`config.mk`:
```
export PLATFORM = sky130hd
export DESIGN_NAME = rgb2y_ctrl_flat
export DESIGN_NICKNAME = d
export VERILOG_FILES = /design/src/rtl/rgb2y_ctrl_if.sv /design/src/rtl/rgb2y_ctrl.sv /design/src/flat_wrapper.sv
export SDC_FILE = /design/constraint.sdc
export NUM_CORES = 1
export LEC_CHECK = 0
export CORE_MARGIN = 2
export CORE_UTILIZATION = 45
export CTS_CLUSTER_SIZE = 10
export DETAILED_ROUTE_END_ITERATION = 8
export PLACE_DENSITY = 0.84
export SETUP_SLACK_MARGIN = 0.4
export SYNTH_ARGS = -nofsm -noshare
export SYNTH_HDL_FRONTEND = slang
export SYNTH_SLANG_ARGS = --single-unit
```
`constraint.sdc`:
```
create_clock -name clk -period 5 [get_ports clk]
set_input_delay 1.25 -clock clk [delete_from_list [all_inputs] [get_ports clk]]
set_output_delay 1.25 -clock clk [all_outputs]
set_load 0.02 [all_outputs]
```
`src/rtl/rgb2y_ctrl_if.sv`:
```
// Configuration bus between software and rgb2y_ctrl: LUT writes, bank commit and busy.
// The master drives the requests; rgb2y_ctrl (slave) reports busy while a commit is pending.
interface rgb2y_ctrl_if;
    logic       cfg_we_i;
    logic [7:0] cfg_addr_i;
    logic [7:0] cfg_data_i;
    logic       cfg_commit_i;
    logic       cfg_busy_o;

    modport master (
        output cfg_we_i,
        output cfg_addr_i,
        output cfg_data_i,
        output cfg_commit_i,
        input  cfg_busy_o
    );

    modport slave (
        input  cfg_we_i,
        input  cfg_addr_i,
        input  cfg_data_i,
        input  cfg_commit_i,
        output cfg_busy_o
    );
endinterface

```
`src/rtl/rgb2y_ctrl.sv`:
```
// Frame sequencer and double-buffered gamma LUT controller for the rgb2y datapath.
// Define RGB2Y_CTRL_ERR_EN to enable frame geometry checking (frame_err_o).
module rgb2y_ctrl #(
    parameter int PX_W = 12,
    parameter int LN_W = 11
) (
    input  logic            clk,
    input  logic            rst,
    rgb2y_ctrl_if.slave     cfg,
    input  logic            dv_i,
    input  logic            hs_i,
    input  logic            vs_i,
    input  logic [PX_W-1:0] exp_width_i,
    input  logic [LN_W-1:0] exp_height_i,
    input  logic            err_clr_i,
    output logic            lut_we_o,
    output logic            lut_bank_o,
    output logic [7:0]      lut_addr_o,
    output logic [7:0]      lut_data_o,
    output logic            active_bank_o,
    output logic [PX_W-1:0] px_cnt_o,
    output logic [LN_W-1:0] line_cnt_o,
    output logic            line_end_o,
    output logic            frame_start_o,
    output logic            frame_err_o
);

    typedef enum logic [0:0] {
        ST_IDLE    = 1'b0,
        ST_PENDING = 1'b1
    } cfg_state_t;

    localparam logic [PX_W-1:0] PX_MAX = {PX_W{1'b1}};
    localparam logic [PX_W-1:0] PX_ONE = {{(PX_W-1){1'b0}}, 1'b1};
    localparam logic [LN_W-1:0] LN_MAX = {LN_W{1'b1}};
    localparam logic [LN_W-1:0] LN_ONE = {{(LN_W-1){1'b0}}, 1'b1};

    cfg_state_t      state_r;
    logic            dv_q_r;
    logic            vs_q_r;
    logic [PX_W-1:0] px_cnt_r;
    logic [LN_W-1:0] line_cnt_r;
    logic [LN_W-1:0] line_next_s;
    logic            line_end_r;
    logic            frame_start_r;
    logic            busy_r;
    logic            active_bank_r;
    logic            lut_we_r;
    logic            lut_bank_r;
    logic [7:0]      lut_addr_r;
    logic [7:0]      lut_data_r;
    logic            dv_fall_s;
    logic            vs_rise_s;

    assign dv_fall_s = dv_q_r & ~dv_i;
    assign vs_rise_s = vs_i & ~vs_q_r;

    // Line count including a line end landing in this cycle (used for the height check too).
    always_comb begin
        line_next_s = line_cnt_r;
        if (dv_fall_s && (line_cnt_r != LN_MAX)) begin
            line_next_s = line_cnt_r + LN_ONE;
        end else begin
            line_next_s = line_cnt_r;
        end
    end

    // Edge detection, pixel/line counters and timing strobes.
    always_ff @(posedge clk or posedge rst) begin
        if (rst) begin
            dv_q_r        <= 1'b0;
            vs_q_r        <= 1'b0;
            px_cnt_r      <= {PX_W{1'b0}};
            line_cnt_r    <= {LN_W{1'b0}};
            line_end_r    <= 1'b0;
            frame_start_r <= 1'b0;
        end else begin
            dv_q_r        <= dv_i;
            vs_q_r        <= vs_i;
            line_end_r    <= dv_fall_s;
            frame_start_r <= vs_rise_s;
            if (dv_fall_s || vs_rise_s) begin
                px_cnt_r <= {PX_W{1'b0}};
            end else if (dv_i && (px_cnt_r != PX_MAX)) begin
                px_cnt_r <= px_cnt_r + PX_ONE;
            end else begin
                px_cnt_r <= px_cnt_r;
            end
            if (vs_rise_s) begin
                line_cnt_r <= {LN_W{1'b0}};
            end else begin
                line_cnt_r <= line_next_s;
            end
        end
    end

    // Config FSM: busy stays high through the swap cycle and drops one cycle later.
    always_ff @(posedge clk or posedge rst) begin
        if (rst) begin
            state_r       <= ST_IDLE;
            busy_r        <= 1'b0;
            active_bank_r <= 1'b0;
            lut_we_r      <= 1'b0;
            lut_bank_r    <= 1'b0;
            lut_addr_r    <= 8'h00;
            lut_data_r    <= 8'h00;
        end else begin
            case (state_r)
                ST_IDLE: begin
                    lut_we_r <= cfg.cfg_we_i;
                    if (cfg.cfg_we_i) begin
                        lut_bank_r <= ~active_bank_r;
                        lut_addr_r <= cfg.cfg_addr_i;
                        lut_data_r <= cfg.cfg_data_i;
                    end else begin
                        lut_bank_r <= lut_bank_r;
                    end
                    if (cfg.cfg_commit_i) begin
                        state_r <= ST_PENDING;
                        busy_r  <= 1'b1;
                    end else begin
                        busy_r  <= 1'b0;
                    end
                end
                ST_PENDING: begin
                    lut_we_r <= 1'b0;
                    busy_r   <= 1'b1;
                    if (vs_rise_s) begin
                        active_bank_r <= ~active_bank_r;
                        state_r       <= ST_IDLE;
                    end else begin
                        state_r       <= ST_PENDING;
                    end
                end
                default: begin
                    state_r  <= ST_IDLE;
                    busy_r   <= 1'b0;
                    lut_we_r <= 1'b0;
                end
            endcase
        end
    end

`ifdef RGB2Y_CTRL_ERR_EN
    logic seen_vs_r;
    logic frame_err_r;
    logic err_set_s;

    // The first vs rise after reset closes a partial frame, so its height is not judged.
    assign err_set_s = (dv_fall_s && (px_cnt_r != exp_width_i)) ||
                       (vs_rise_s && seen_vs_r && (line_next_s != exp_height_i));

    // Sticky geometry error; a new failure beats a simultaneous clear.
    always_ff @(posedge clk or posedge rst) begin
        if (rst) begin
            seen_vs_r   <= 1'b0;
            frame_err_r <= 1'b0;
        end else begin
            if (vs_rise_s) begin
                seen_vs_r <= 1'b1;
            end else begin
                seen_vs_r <= seen_vs_r;
            end
            if (err_set_s) begin
                frame_err_r <= 1'b1;
            end else if (err_clr_i) begin
                frame_err_r <= 1'b0;
            end else begin
                frame_err_r <= frame_err_r;
            end
        end
    end

    assign frame_err_o = frame_err_r;

    logic unused_s;
    assign unused_s = hs_i;
`else
    assign frame_err_o = 1'b0;

    logic unused_s;
    assign unused_s = ^{hs_i, err_clr_i, exp_width_i, exp_height_i};
`endif

    assign cfg.cfg_busy_o = busy_r;
    assign lut_we_o       = lut_we_r;
    assign lut_bank_o     = lut_bank_r;
    assign lut_addr_o     = lut_addr_r;
    assign lut_data_o     = lut_data_r;
    assign active_bank_o  = active_bank_r;
    assign px_cnt_o       = px_cnt_r;
    assign line_cnt_o     = line_cnt_r;
    assign line_end_o     = line_end_r;
    assign frame_start_o  = frame_start_r;

endmodule

```
`src/flat_wrapper.sv`:
```
// flat-port wrapper written by rule: the top's interface ports become plain ports
module rgb2y_ctrl_flat 
#(
    parameter int PX_W = 12,
    parameter int LN_W = 11
)
  (clk, rst, dv_i, hs_i, vs_i, exp_width_i, exp_height_i, err_clr_i, lut_we_o, lut_bank_o, lut_addr_o, lut_data_o, active_bank_o, px_cnt_o, line_cnt_o, line_end_o, frame_start_o, frame_err_o, cfg_cfg_we_i, cfg_cfg_addr_i, cfg_cfg_data_i, cfg_cfg_commit_i, cfg_cfg_busy_o);
  rgb2y_ctrl_if cfg_i ();
  input  logic clk;
  input  logic rst;
  input  logic dv_i;
  input  logic hs_i;
  input  logic vs_i;
  input  logic [PX_W-1:0] exp_width_i;
  input  logic [LN_W-1:0] exp_height_i;
  input  logic err_clr_i;
  output logic lut_we_o;
  output logic lut_bank_o;
  output logic [7:0] lut_addr_o;
  output logic [7:0] lut_data_o;
  output logic active_bank_o;
  output logic [PX_W-1:0] px_cnt_o;
  output logic [LN_W-1:0] line_cnt_o;
  output logic line_end_o;
  output logic frame_start_o;
  output logic frame_err_o;
  input wire logic [$bits(cfg_i.cfg_we_i)-1:0] cfg_cfg_we_i;
  input wire logic [$bits(cfg_i.cfg_addr_i)-1:0] cfg_cfg_addr_i;
  input wire logic [$bits(cfg_i.cfg_data_i)-1:0] cfg_cfg_data_i;
  input wire logic [$bits(cfg_i.cfg_commit_i)-1:0] cfg_cfg_commit_i;
  output wire logic [$bits(cfg_i.cfg_busy_o)-1:0] cfg_cfg_busy_o;
  assign cfg_i.cfg_we_i = cfg_cfg_we_i;
  assign cfg_i.cfg_addr_i = cfg_cfg_addr_i;
  assign cfg_i.cfg_data_i = cfg_cfg_data_i;
  assign cfg_i.cfg_commit_i = cfg_cfg_commit_i;
  assign cfg_cfg_busy_o = cfg_i.cfg_busy_o;
  rgb2y_ctrl #(.PX_W(PX_W), .LN_W(LN_W)) u_core (.clk(clk), .rst(rst), .cfg(cfg_i), .dv_i(dv_i), .hs_i(hs_i), .vs_i(vs_i), .exp_width_i(exp_width_i), .exp_height_i(exp_height_i), .err_clr_i(err_clr_i), .lut_we_o(lut_we_o), .lut_bank_o(lut_bank_o), .lut_addr_o(lut_addr_o), .lut_data_o(lut_data_o), .active_bank_o(active_bank_o), .px_cnt_o(px_cnt_o), .line_cnt_o(line_cnt_o), .line_end_o(line_end_o), .frame_start_o(frame_start_o), .frame_err_o(frame_err_o));
endmodule
```
Word level (Yosys, flattened, before mapping)
Cells that the tools add are included.
W data, S select, Z words.

storage, ports and cells
  bits in latches = 0
  memories = 0
  bits in registers = 48
  bits in writable memories = 0
  ROM bits = 0
  output and inout port bits = 46
  word-level logic and storage cells = 39
  bits of input ports = 47

cells by class
  add/subtract/negate cells = 2
  multipliers = 0
  divide/modulo/power cells = 0
  order comparisons = 0
  equal/unequal tests = 2
  bitwise operators = 6
  mux-type cells = 9
  reductions and logical operators = 7
  shifts and indexed selects = 0

operators by type and width
  cell                     number
  $mux W12                 2
  $mux W11                 2
  $add A12 B1 Y12 const B  1
  $ne A12 B12 Y1 const B   1
  $add A11 B1 Y11 const B  1
  $ne A11 B11 Y1 const B   1
  $pmux W1 S2              3
  $not A1 Y1               4
  $reduce_and A2 Y1        2
  $reduce_bool A2 Y1       2
  $and A1 B1 Y1            2
  $logic_and A1 B1 Y1      2
  $mux W1                  2
  $logic_or A1 B1 Y1       1

Depth between registers and ports, before layout
Gate-level depths: netlist of run 1.

  depth in word-level cells = 5
  mapped depth = 6
  mapped depth without buffers = 5

Worst setup path after synthesis of run 1
Ideal clock, no wire load.

  kind = input to register
  start point = input cfg_cfg_we_i
  end point = register u_core.lut_addr_r[0] (netlist: u_core.lut_addr_o[0])
  slack = 2,615 ps
  library setup time = 125 ps
  path buffers = 2
  data arrival time = 2,261 ps
  cell stages on the path = 4
  data required time = 4,875 ps
  cells stage by stage = nor2b_1 clkbuf_1 buf_2 mux2_2

on the way
  cells in the longest elaborated chain, start to end = 1

RTL lines
  item                                RTL line            source
  start: declaration                  flat_wrapper.sv:27  input wire logic [$bits(cfg_i.cfg_we_i)-1:0] cfg_cfg_we_i;
  $reduce_and A2 Y1 (no source line)  --
  end signal: assignment              rgb2y_ctrl.sv:113   lut_addr_r <= cfg.cfg_addr_i;
  end: declaration                    rgb2y_ctrl.sv:50    logic [7:0] lut_addr_r;

No other way between the ends.
A chain may end at the register's enable or synchronous reset.

Worst setup path after layout of run 1
  start point = input dv_i
  end point = register u_core.line_cnt_r[9] (netlist: u_core.line_cnt_o[9])

on the way
  cells in the longest elaborated chain, start to end = 4

RTL lines
  item                                 RTL line            source
  start: declaration                   flat_wrapper.sv:11  input logic dv_i;
  $not A1 Y1                           rgb2y_ctrl.sv:55    assign dv_fall_s = dv_q_r & ~dv_i;
  $and A1 B1 Y1                        rgb2y_ctrl.sv:55
  $logic_and A1 B1 Y1                  rgb2y_ctrl.sv:61    if (dv_fall_s && (line_cnt_r != LN_MAX)) begin
  $reduce_bool A2 Y1 (no source line)  --
  end signal: assignment               rgb2y_ctrl.sv:74    line_cnt_r <= {LN_W{1'b0}};
  end signal: assignment               rgb2y_ctrl.sv:90    line_cnt_r <= {LN_W{1'b0}};
  end signal: assignment               rgb2y_ctrl.sv:92    line_cnt_r <= line_next_s;
  end: declaration                     rgb2y_ctrl.sv:42    logic [LN_W-1:0] line_cnt_r;

No other way between the ends.

==> reports/qor.yml, run 1 <==
outcome: "finished, final reports clean"
path_max_fanout: 13
switchingPower_mw: 0.291
seq_power_share_pct: 45.6
post_drt_wl_per_cell_um: 14.4
grt_max_degree: 49
clk_pin_slew_ns: 0.09
cts_setup_buffers: 0
swShare_pct: 28.0
post-route-util_pct: 63.4
cts_made_buffers: 5
p_clk_share_pct: 28.3
die_y_um: 73.4
cp-start-kind: "input port"
synth.top_cell.area_share_pct: 55.5
synth_top_flop_cell: "dfrtp_1"
gp_congestion: 0.779
core_um2: 4690
drv_cap: 0
yosysTopAreaCell: "dfrtp_1"
dp_slack_ns: 1.93
num_vias: 1736
fmax_ghz: 0.364
worst_pin_slew_ns: 0.955
holdWs_ns: 0.495
combPwrFrac_pct: 26.1
cp.depth: 5
async_flop_share_pct: 100
hp-class: "flop to flop"
cellInternalPower_mw: 0.749
layout-drive-gt1-share_pct: 11.2
antenna_found_initial: 0
synthesis.nets: 242
synth_most_common_cell: "dfrtp_1"
leakagePower_nw: 1.22
first_global_vias: 1524
ctsHoldBuffers: 0
worstSetupEndpointType: "flop"
grt_pass1_wl_mm: 6.95
multi_input_area_um2: 890
first_iter_violations: 117
design_area_um2: 2970
drt-vias-per-instance: 5.55
critPathRequiredTime_ns: 5.23
criticalPathCategory: "input port to flop"
portBuffers: 66
rows: 25
yosys-top-cells-count: "dfrtp_1 (48), mux2_2 (16), nand2_1 (14)"
hold_viol_final: 0
ys_seq_elements: 48
slew_violations: 0
start_util_pct: 46.2
cts_tree: "yes"
syn_area_um2: 2170
netlist_instances: 193
worst_clock_skew_ns: 0.00680
synth_edf_count: 0
place_inst: 305
power.total_mw: 1.04
rsz0062_at_grt: "no"
nFillCells: 373
die-area_um2: 5380
clockRootBuffer: "clkbuf_8"
fin_ws_ns: 2.26
io_pins: 93
slowest_stage: "clkdlybuf4s50_1"
power_density_nw_per_um2: 349
post_dp_cell_area_um2: 2850
clockBufferDepth: 2
nets: 307
fin_crit_ns: 2.74
grtUsageTotal_pct: 16.8
synth.distinct_cells: 39
crit_chain: "clkdlybuf4s50_1 -> and4b_1 -> o2111ai_1 -> or3_1 -> a21oi_1"
finalCritPeriodShare_pct: 54.9
crit_family: "simple AND/OR/NAND/NOR gates"
gr-total-overflow: 0
cts_sinks: 48
yosysWarningCount: 0
drt_wl_total_mm: 4.50
finalSetupTns_ns: 0
worst_ep_arrival_time_ns: 2.97
dp.final_hpwl_mm: 3.16
relSlewSlack_pct: 36.2
dr.pass1.iters: 4
ys_top_cells_by_area: "dfrtp_1 (55%), mux2_2 (8.3%), nand2_1 (2.4%)"
avgSynthCellArea_um2: 11.2
seqCellArea_um2: 1200
final_antenna_net_count: 0
slowest_delay_ns: 0.61
final_cells: 313
die_width_um: 73.4
htreeDepth: 2
syn_to_final_growth_pct: 37.3
max-vdd-ir-drop_v: 0.000202
r2r_cells: 5
setup_viol: 0
antennaDiodeCount: 0
cts_resized: 0
cp_num_buf_inv: 1
post-route-drc-count: 0
clock_latency_ns: 0.30
hold_depth: 1
ys_seq_area_share_pct: 55.5
[routing by layer]
| metal | global-route usage, % | part of all wire [%] | routed length, µm | vias up |
|---|---|---|---|---|
| met5 | 0 | 0 | 0 | - |
| met4 | 5.66 | 1.3 | 59 | 0 |
| met3 | 4.39 | 6.3 | 283 | 5 |
| met2 | 27.9 | 48 | 2150 | 63 |
| met1 | 21.4 | 45 | 2010 | 830 |
| li1 | - | - | - | 838 |
[cell type report]
class / instances / area share, %
clock buffer: 6 / 2.78
inverter: 7 / 0.883
tap: 54 / 2.27
clock inverter: 2 / 1.30
multi-input combinational: 129 / 29.9
timing repair buffer: 67 / 22.5
sequential: 48 / 40.4
[cells in the final DEF (no fill, tap or decap), types with 3 or more instances in the layout]
cell type        count
a21oi_1              8
nand3_1             10
nor2_1               9
and3_1               4
clkbuf_8             6
o211ai_1             5
clkdlybuf4s50_1     66
inv_1                6
nand2_1             14
or3_1                7
o21ai_0              8
a31oi_1              3
dfrtp_1             48
and4_1               4
nor2b_1              3
mux2_2              16
nand4_1              4
nor3_1               3
xor2_1               4
a41oi_1              3
[flip-flops by register name (all words and copies together), names as in the netlist]
signal / flops
u_core.px_cnt_o: 12
u_core.line_cnt_o: 11
u_core.lut_addr_o: 8
u_core.lut_data_o: 8
u_core.active_bank_o: 1
u_core.cfg.cfg_busy_o: 1
u_core.dv_q_r: 1
u_core.frame_start_o: 1
u_core.line_end_o: 1
u_core.lut_bank_o: 1
u_core.lut_we_o: 1
u_core.state_r: 1
u_core.vs_q_r: 1
[kinds of logic (layout without fill, tap and decap cells)]
| family | count (synthesis) | count (layout) | share of synthesized area (%) |
|---|---|---|---|
| compound gates | 35 | 35 | 11.2 |
| xor+xnor | 5 | 5 | 2.02 |
| fa+ha+maj | 2 | 2 | 1.16 |
| buf+inv | 16 | 82 | 3.47 |
| flops | 48 | 48 | 55.5 |
| mux | 18 | 18 | 9.24 |
| other cells | 1 | 1 | 0.173 |
| simple gates | 68 | 68 | 17.3 |
[final timing paths]
kind / startpoint / end / slack (ns)
max in group asynchronous: rst / u_core.px_cnt_o[5] / 2.93
min in group asynchronous: rst / u_core.lut_data_o[7] / 1.47
worst min-delay path: u_core.active_bank_o / u_core.lut_bank_o / 0.50
worst max-delay path: dv_i / u_core.line_cnt_o[9] / 2.26
worst min register to register: u_core.active_bank_o / u_core.lut_bank_o / 0.50
worst max register to register: u_core.px_cnt_o[0] / u_core.px_cnt_o[9] / 3.13
[power groups by stage]
| stage | logic [mW] | clock network [mW] | registers (mW) |
|---|---|---|---|
| after detailed placement | 0.274 | 0 | 0.483 |
| after global placement | 0.271 | 0 | 0.479 |
| after floorplan | 0.0723 | 0 | 0.545 |
| after global routing | 0.291 | 0.324 | 0.482 |
| after CTS | 0.275 | 0.305 | 0.475 |
| final | 0.271 | 0.294 | 0.474 |
Note: power is estimated with default switching activity, not from simulation.
==> run 2: changes to the inputs <==
- CORE_UTILIZATION: 45 -> 42
- PLACE_DENSITY: 0.84 -> 0.8
- clock period: 5 -> 2.7 ns (I/O delays scaled with it)
==> run 2 against run 1 <==
  * Sequential share of layout area shrank 0.68 points
  * Combinational power grew 89%
  * Clock power grew 73%
  * Largest cell class unchanged
  * Highest routed layer unchanged
==> reports/qor.yml, run 2 (synthesized netlist as in run 1, its figures left out) <==
first_global_vias: 1711
holdWs_ns: 0.493
seqCellArea_um2: 1200
cts_setup_buffers: 0
worst_ep_arrival_time_ns: 1.46
gp_congestion: 0.776
crit_chain: "clkdlybuf4s50_1"
die_y_um: 75.8
clockRootBuffer: "clkbuf_8"
rsz0062_at_grt: "no"
setup_viol: 0
crit_family: "buffers and inverters"
largest_reg_flops: 12
die_width_um: 75.8
clockBufferDepth: 2
fmax_ghz: 0.468
nFillCells: 432
fin_ws_ns: 0.564
critPathRequiredTime_ns: 2.03
start_util_pct: 43.0
leakagePower_nw: 1.24
path_max_fanout: 8
cts_resized: 0
htreeDepth: 2
dr.pass1.iters: 4
hold_viol_final: 0
max-vdd-ir-drop_v: 0.000261
slowest_delay_ns: 0.66
grtUsageTotal_pct: 18.1
post_drt_wl_per_cell_um: 14.2
cp-start-kind: "flop"
ctsHoldBuffers: 0
relSlewSlack_pct: 60.1
die-area_um2: 5750
worst_clock_skew_ns: 0.00616
antennaDiodeCount: 0
dp.final_hpwl_mm: 3.59
fin_crit_ns: 2.14
power.total_mw: 1.90
criticalPathCategory: "flop to output pin"
cts_made_buffers: 5
syn_to_final_growth_pct: 39.7
cts_sinks: 48
num_vias: 1760
antenna_found_initial: 0
cp_num_buf_inv: 1
outcome: "finished, final reports clean"
finalCritPeriodShare_pct: 79.1
portBuffers: 66
cts_tree: "yes"
clk_pin_slew_ns: 0.08
core_um2: 5040
drt-vias-per-instance: 5.25
final_common_cell: "clkdlybuf4s50_1"
grt_pass1_wl_mm: 7.79
gr-total-overflow: 0
drv_cap: 0
grt_max_degree: 31
slew_violations: 0
worstSetupEndpointType: "output pin"
dp_slack_ns: 0.343
power_density_nw_per_um2: 628
layout-drive-gt1-share_pct: 12.8
final_antenna_net_count: 0
place_inst: 327
finalSetupTns_ns: 0
multi_input_area_um2: 890
worst_pin_slew_ns: 0.598
nets: 313
layout_common_cells: "clkdlybuf4s50_1 (66), dfrtp_1 (48), mux2_2 (16), nand2_1 (14), nand3_1 (10)"
first_iter_violations: 87
slowest_stage: "clkdlybuf4s50_1"
io_pins: 93
post-route-drc-count: 0
drt_wl_total_mm: 4.76
hp-class: "flop to flop"
final_cells: 335
rows: 26
clock_latency_ns: 0.30
[run 2: through the flow]
stage	util (%)	area [µm²]
after floorplan	-	2170
after global placement	57.9	2920
after detailed placement	57.9	2920
after CTS	60.0	3030
after global routing	60.0	3030
final	60.0	3030
[run 2: metal layers]
layer  routed length (µm)  part of all wire [%]  vias to the layer above  GRT usage (%)
li1                     -                     -                      851              -
met1                 1940                    41                      837           21.4
met2                 2370                    50                       62           30.7
met3                  348                   7.3                       10           4.37
met4                  109                   2.3                        0           8.97
met5                    0                     0                        -              0
[run 2: cell type report]
cell class              count  area share [%]
multi-input cells         129            29.4
inverters                   7           0.868
clock buffers               6            2.40
flip-flops and latches     48            39.7
repair buffers             73            23.6
clock inverters             2            1.16
well taps                  70            2.89
[run 2: final timing paths]
path | start | to | slack (ns) | depth (start not counted)
max | u_core.px_cnt_o[11] | px_cnt_o[11] | 0.56 | 1
min | u_core.active_bank_o | u_core.active_bank_o | 0.49 | 1
max reg2reg | u_core.px_cnt_o[0] | u_core.px_cnt_o[9] | 0.76 | 5
min reg2reg | u_core.active_bank_o | u_core.active_bank_o | 0.49 | 1
max in group asynchronous | rst | u_core.px_cnt_o[7] | 1.37 | 3
min in group asynchronous | rst | u_core.lut_data_o[3] | 0.75 | 2
[run 2: where the power goes]
part	internal, mW	total, mW	switching [mW]
combinational	0.273	0.513	0.240
clock	0.275	0.509	0.234
sequential	0.817	0.877	0.0595
